--- src/rtl/gbuff_burst_arbiter.sv ---
// gbuff_burst_arbiter: two-client round-robin arbiter and burst sequencer in front
// of a single-port global buffer (1-cycle registered read, exclusive read/write).
`default_nettype none
module gbuff_burst_arbiter #(
  parameter int ADDR_BITS = 8,
  parameter int DATA_BITS = 8,
  parameter int LEN_BITS  = 8
) (
  input  logic                 clk_i,
  input  logic                 rst_i,
  input  logic                 c0_req,
  input  logic                 c0_we,
  input  logic [ADDR_BITS-1:0] c0_base,
  input  logic [LEN_BITS-1:0]  c0_len,
  output logic                 c0_gnt,
  input  logic [DATA_BITS-1:0] c0_wdata,
  input  logic                 c0_wvalid,
  output logic                 c0_wready,
  output logic [DATA_BITS-1:0] c0_rdata,
  output logic                 c0_rvalid,
  output logic                 c0_done,
  input  logic                 c1_req,
  input  logic                 c1_we,
  input  logic [ADDR_BITS-1:0] c1_base,
  input  logic [LEN_BITS-1:0]  c1_len,
  output logic                 c1_gnt,
  input  logic [DATA_BITS-1:0] c1_wdata,
  input  logic                 c1_wvalid,
  output logic                 c1_wready,
  output logic [DATA_BITS-1:0] c1_rdata,
  output logic                 c1_rvalid,
  output logic                 c1_done,
  output logic                 gb_wr_en,
  output logic [ADDR_BITS-1:0] gb_index,
  output logic [DATA_BITS-1:0] gb_data_in,
  input  logic [DATA_BITS-1:0] gb_data_out
);

  typedef enum logic [0:0] {
    IDLE  = 1'b0,
    BURST = 1'b1
  } state_t;

  state_t               state_q, state_d;
  logic                 owner_q, owner_d;
  logic                 last_q, last_d;
  logic                 we_q, we_d;
  logic [ADDR_BITS-1:0] base_q, base_d;
  logic [LEN_BITS-1:0]  len_q, len_d;
  logic [LEN_BITS-1:0]  cnt_q, cnt_d;
  logic                 gnt_q, gnt_d;
  logic                 rvalid_q, rvalid_d;
  logic                 done_q, done_d;

  logic                 in_burst;
  logic                 sel;
  logic                 owner_wvalid;
  logic [DATA_BITS-1:0] owner_wdata;
  logic                 fire;
  logic                 last_beat;

  assign in_burst     = (state_q == BURST);
  assign owner_wvalid = owner_q ? c1_wvalid : c0_wvalid;
  assign owner_wdata  = owner_q ? c1_wdata : c0_wdata;
  assign fire         = in_burst && (!we_q || owner_wvalid);
  assign last_beat    = fire && (cnt_q == len_q);
  // On a tie the client that did not own the previous burst wins.
  assign sel          = (c0_req && c1_req) ? ~last_q : c1_req;

  always_comb begin
    state_d  = state_q;
    owner_d  = owner_q;
    last_d   = last_q;
    we_d     = we_q;
    base_d   = base_q;
    len_d    = len_q;
    cnt_d    = cnt_q;
    gnt_d    = 1'b0;
    rvalid_d = 1'b0;
    done_d   = 1'b0;
    case (state_q)
      IDLE: begin
        if (c0_req || c1_req) begin
          owner_d = sel;
          we_d    = sel ? c1_we : c0_we;
          base_d  = sel ? c1_base : c0_base;
          len_d   = sel ? c1_len : c0_len;
          cnt_d   = '0;
          gnt_d   = 1'b1;
          state_d = BURST;
        end
      end
      BURST: begin
        rvalid_d = !we_q;
        if (fire) begin
          cnt_d = cnt_q + LEN_BITS'(1);
        end
        if (last_beat) begin
          state_d = IDLE;
          last_d  = owner_q;
          done_d  = 1'b1;
        end
      end
      default: state_d = IDLE;
    endcase
  end

  always_ff @(posedge clk_i or posedge rst_i) begin
    if (rst_i) begin
      state_q  <= IDLE;
      owner_q  <= 1'b0;
      last_q   <= 1'b1;
      we_q     <= 1'b0;
      base_q   <= '0;
      len_q    <= '0;
      cnt_q    <= '0;
      gnt_q    <= 1'b0;
      rvalid_q <= 1'b0;
      done_q   <= 1'b0;
    end else begin
      state_q  <= state_d;
      owner_q  <= owner_d;
      last_q   <= last_d;
      we_q     <= we_d;
      base_q   <= base_d;
      len_q    <= len_d;
      cnt_q    <= cnt_d;
      gnt_q    <= gnt_d;
      rvalid_q <= rvalid_d;
      done_q   <= done_d;
    end
  end

  // Index wraps naturally modulo DEPTH through the ADDR_BITS-wide add.
  assign gb_index   = in_burst ? (base_q + ADDR_BITS'(cnt_q)) : '0;
  assign gb_wr_en   = in_burst && we_q && owner_wvalid;
  assign gb_data_in = (in_burst && we_q) ? owner_wdata : '0;

  assign c0_gnt    = gnt_q && !owner_q;
  assign c1_gnt    = gnt_q && owner_q;
  assign c0_wready = gb_wr_en && !owner_q;
  assign c1_wready = gb_wr_en && owner_q;
  assign c0_rvalid = rvalid_q && !owner_q;
  assign c1_rvalid = rvalid_q && owner_q;
  assign c0_rdata  = c0_rvalid ? gb_data_out : '0;
  assign c1_rdata  = c1_rvalid ? gb_data_out : '0;
  assign c0_done   = done_q && !owner_q;
  assign c1_done   = done_q && owner_q;

endmodule
`default_nettype wire
--- config.mk ---
export PLATFORM = sky130hd
export DESIGN_NAME = gbuff_burst_arbiter
export DESIGN_NICKNAME = d
export VERILOG_FILES = /design/src/rtl/gbuff_burst_arbiter.sv
export SDC_FILE = /design/constraint.sdc
export NUM_CORES = 1
export LEC_CHECK = 0
export BUFFER_PORTS_ARGS = -buffer_cell sky130_fd_sc_hd__buf_2
export CAP_MARGIN = 20
export CORE_AREA = 2 2 73 75
export CTS_BUF_LIST = sky130_fd_sc_hd__clkbuf_4
export DETAILED_ROUTE_END_ITERATION = 10
export DIE_AREA = 0 0 75 77
export PLACE_DENSITY = 0.73
export SLEW_MARGIN = 20
export SYNTH_ARGS = -nofsm -noshare
export SYNTH_HDL_FRONTEND = slang
export SYNTH_SLANG_ARGS = --single-unit
--- constraint.sdc ---
create_clock -name clk_i -period 5.2 [get_ports clk_i]
set_input_delay 0.78 -clock clk_i [delete_from_list [all_inputs] [get_ports clk_i]]
set_output_delay 0.78 -clock clk_i [all_outputs]
set_load 0.005 [all_outputs]
# == After elaboration in Yosys (flattened, before gate mapping) ==
# Cells that the tools add are included.
# totals
register_bits,31
# op_classes
add_sub_neg,2
eq_ne,3
mux,20
n_bitwise,2
reduce_logical,20
# op_table
operator,count
$mux W8,9
$pmux W8 S2,1
$logic_and A1 B1 Y1,13
$mux W1,9
$add A8 B1 Y8 const B,1
$add A8 B8 Y8,1
$eq A8 B8 Y1,1
$reduce_and A2 Y1,3
$logic_not A1 Y1,2
$logic_or A1 B1 Y1,2
$ne A2 B1 Y1 const B,1
$ne A2 B2 Y1 const B,1
$not A1 Y1,2
$pmux W1 S2,1

# == Longest topological paths before layout ==
# depth
ltp_word,6
ltp_mapped,6

# == Least setup slack after synthesis ==
# OpenSTA, ideal clock, no wires.
# synth_timing
path_type,reg2out
start,register cnt_q[0]
end,output port gb_index[6]
arrival_ns,1.601
t_required_ns,4.420
setup_slack_ns,2.819
path_stages_with_launch,7
n_path_buf,0
cell_sequence,dfrtp_1 ha_1 fa_1 a21o_1 a21oi_1 or4_1 nand3_1
# synth_via
elab_chain_len,2
# synth_lines
element,line_no,text
from (decl),50,"logic [LEN_BITS-1:0] cnt_q, cnt_d;"
from (signal assigned),127,cnt_q <= cnt_d;
$add A8 B8 Y8,135,assign gb_index = in_burst ? (base_q + ADDR_BITS'(cnt_q)) : '0;
$mux W8,135,
to (decl),34,"output logic [ADDR_BITS-1:0] gb_index,"
# No other way between the ends.

# == Worst setup path after layout ==
# layout_timing
start,register cnt_q[0]
end,output port gb_index[4]
# The elaborated chain is that of the path after synthesis.

==> metrics <==
DR pass1 iterations=4; Slew Limit Fails=0; Netlist cell types=43; CP max FO=6; Skew-Pair Late Insertion Delay=0.34 ns; H-tree depth=2; DRC=0; Cells after DPL=400; largest net degree at the start of global routing=43; CTS resizes=0; vias=2,026; Setup TNS Final=0 ns; Syn-to-layout area delta=30.6%; post-CTS setup buffer count=0; Clk Tree Root Cell=clkbuf_4; GRT overflow=0; largest family of logic cells by synthesized area=simple AND/OR/NAND/NOR gates; port bufs=104; Critical Path End Type=output port; Post-Syn Area=0.00215 sq mm; met2 usage=30.4%; critical path arrival=2.24 ns; Cell Count, Final, Fillers Out=408; top-level port count=105; final-report setup violation count=0; Final HPWL DP=3.92 mm; Clock Skews=0.0150 ns; commonest non-fill, non-tap cell in the layout=buf_2; VDD IR max=0.000225 V; CTS Sinks=31; Mapped Cells=235; Worst Setup Path Type=flop to output port; endpoints failing hold=0; leakage=0.00158 uW; grt met1 use=21.7%; clock tree buffer depth=2; share of cells above drive strength 1=37.6%; fraction of the mapped netlist area in simple logic gates=21.0%; max_slew headroom=39.4%; top cells by area, synth=dfrtp_1, mux2i_1, nand2_1, ha_1, o21ai_0; global-route met3 utilization=4.99%; TritonCTS Buffers=5; XOR/XNOR Fraction of Synth Area=6.12%; GRT busiest layer=met2; vias in the first global route=1,789; Hold WC Path Type=primary input to asynchronous set/reset pin; DR WL/cell=12.4 um; most frequent cells in the layout=buf_2, dfrtp_1, mux2i_1, nand2_1, o21ai_0; Mean Syn Cell Area=9.13 sq um; die area=0.00578 sq mm; fraction of the mapped netlist area in adder cells=5.60%; PD cells=526 mW/mm^2; initial antenna violation count=0; gpl congestion=0.820; Max Cap Viol=0; post-synth top area share=35.0%; CP startpoint kind=flop; Post-DRT Antenna Nets=0; Die W=75 um; chip height=77 um; sequential cell area fraction in the yosys report=36.2%; TritonCTS clock tree=built; Rows=26; Mapped Nets=308; Compound-Gate Fraction of Synth Area=11.8%; flops & latches, synth=31; fin crit share=58.2%; Iter 0 DRT Violations=71; hold_ws=0.495 ns; Synth area leader=dfrtp_1; Initial Utilization=43.1%; post-synthesis mux area share=15.1%; RSZ-0062 raised after global routing=false; status=complete, no violations; Via density=4.97; Period minus WS final=3.02 ns; Hold-fix buffers, CTS=0; Required @ worst endpoint=4.42 ns; Worst-path clk slew=0.10 ns; final WL=5.04 mm; Yosys warnings=0; Final #Nets=410; Total GRT Usage=17.7%; global-route wire length before repair=7.90 mm; antenna diode count=0; Peak Freq=331 MHz; Core Region=0.00498 sq mm; Worst Tran Pin Value=0.910 ns
==> through the flow <==
stage,setup WS (ns),area [sq um],power [uW],util (%)
4_1_cts,2.18,2800,1490,56.3
3_3_place_gp,2.61,2720,1270,54.6
2_1_floorplan,2.82,2150,1010,-
5_1_grt,2.03,2800,1620,56.3
6_report,2.18,2800,1470,56.3
3_5_place_dp,2.55,2720,1290,54.6
==> area by class of cell <==
class / instances / area, sq um
repair buffers: 107 / 543
clock inverters: 1 / 30.0
flip-flops and latches: 31 / 777
clock buffers: 7 / 52.6
fillers: 486 / 2180
well taps: 70 / 87.6
multi-input cells: 185 / 1280
inverters: 7 / 26.3
==> flip-flops by register name, indices dropped and copies added (netlist names) <==
| register | count |
|---|---|
| done_q | 1 |
| we_q | 1 |
| owner_q | 1 |
| base_q | 8 |
| rvalid_q | 1 |
| len_q | 8 |
| gnt_q | 1 |
| cnt_q | 8 |
| last_q | 1 |
| in_burst | 1 |
==> cells in the mapped netlist (all sizes together) <==
cell / n
dfrtp: 30
mux2i: 29
nand2: 28
o21ai: 22
nor2: 17
and2: 14
xor2: 11
and3: 8
clkbuf: 8
ha: 8
nand3: 8
inv: 7
a21oi: 5
buf: 4
xnor2: 4
a21o: 3
nor2b: 3
nor4: 3
a211oi: 2
mux2: 2
nand2b: 2
nand4: 2
o211ai: 2
or4: 2
a21boi: 1
a22o: 1
and4: 1
dfstp: 1
fa: 1
nand4b: 1
nor3: 1
o21a: 1
o311a: 1
o311ai: 1
o31ai: 1
==> critical path, stage by stage, from the launching register on <==
cell	delay, ns
dfrtp_1	0.46
ha_1	0.23
fa_1	0.40
a21o_1	0.19
a21oi_1	0.26
xnor2_1	0.17
nor2_1	0.06
buf_2	0.13
==> final timing paths <==
kind	from	end	slack (ns)	depth (start not counted)
worst max-delay path	cnt_q[0]$_DFFE_PP0P_	gb_index[4]	2.18	7
worst min-delay path	rst_i	base_q[0]$_DFFE_PP0P_	0.50	3
worst max register to register	in_burst$_DFF_PP0_	cnt_q[6]$_DFFE_PP0P_	3.07	6
worst min register to register	base_q[0]$_DFFE_PP0P_	base_q[0]$_DFFE_PP0P_	0.51	2
max in group asynchronous	rst_i	last_q$_DFFE_PP1P_	4.40	3
min in group clk_i	base_q[0]$_DFFE_PP0P_	base_q[0]$_DFFE_PP0P_	0.51	2
==> logic make-up after synthesis <==
logic type                 count (synthesis)
AOI/OAI and AO/OA                         40
adders and majority gates                  9
muxes                                     31
xor gates and xnor gates                  15
buffers and inverters                     19
and+or+nand+nor                           90
DFF                                       31
==> power breakdown <==
part	internal, uW	total, uW	switching [uW]	leakage (uW)
Sequential	344	494	150	0.000386
Combinational	389	785	395	0.00114
Clock	112	197	84.2	0.0000463
Total	845	1470	629	0.00158
==> metal layers <==
| metal | share of wire [%] | vias up |
|---|---|---|
| met3 | 10 | 5 |
| met2 | 47 | 98 |
| met1 | 42 | 899 |
| met5 | 0 | - |
| li1 | - | 1024 |
| met4 | 0.87 | 0 |
Power figures use the tool's default switching activity.
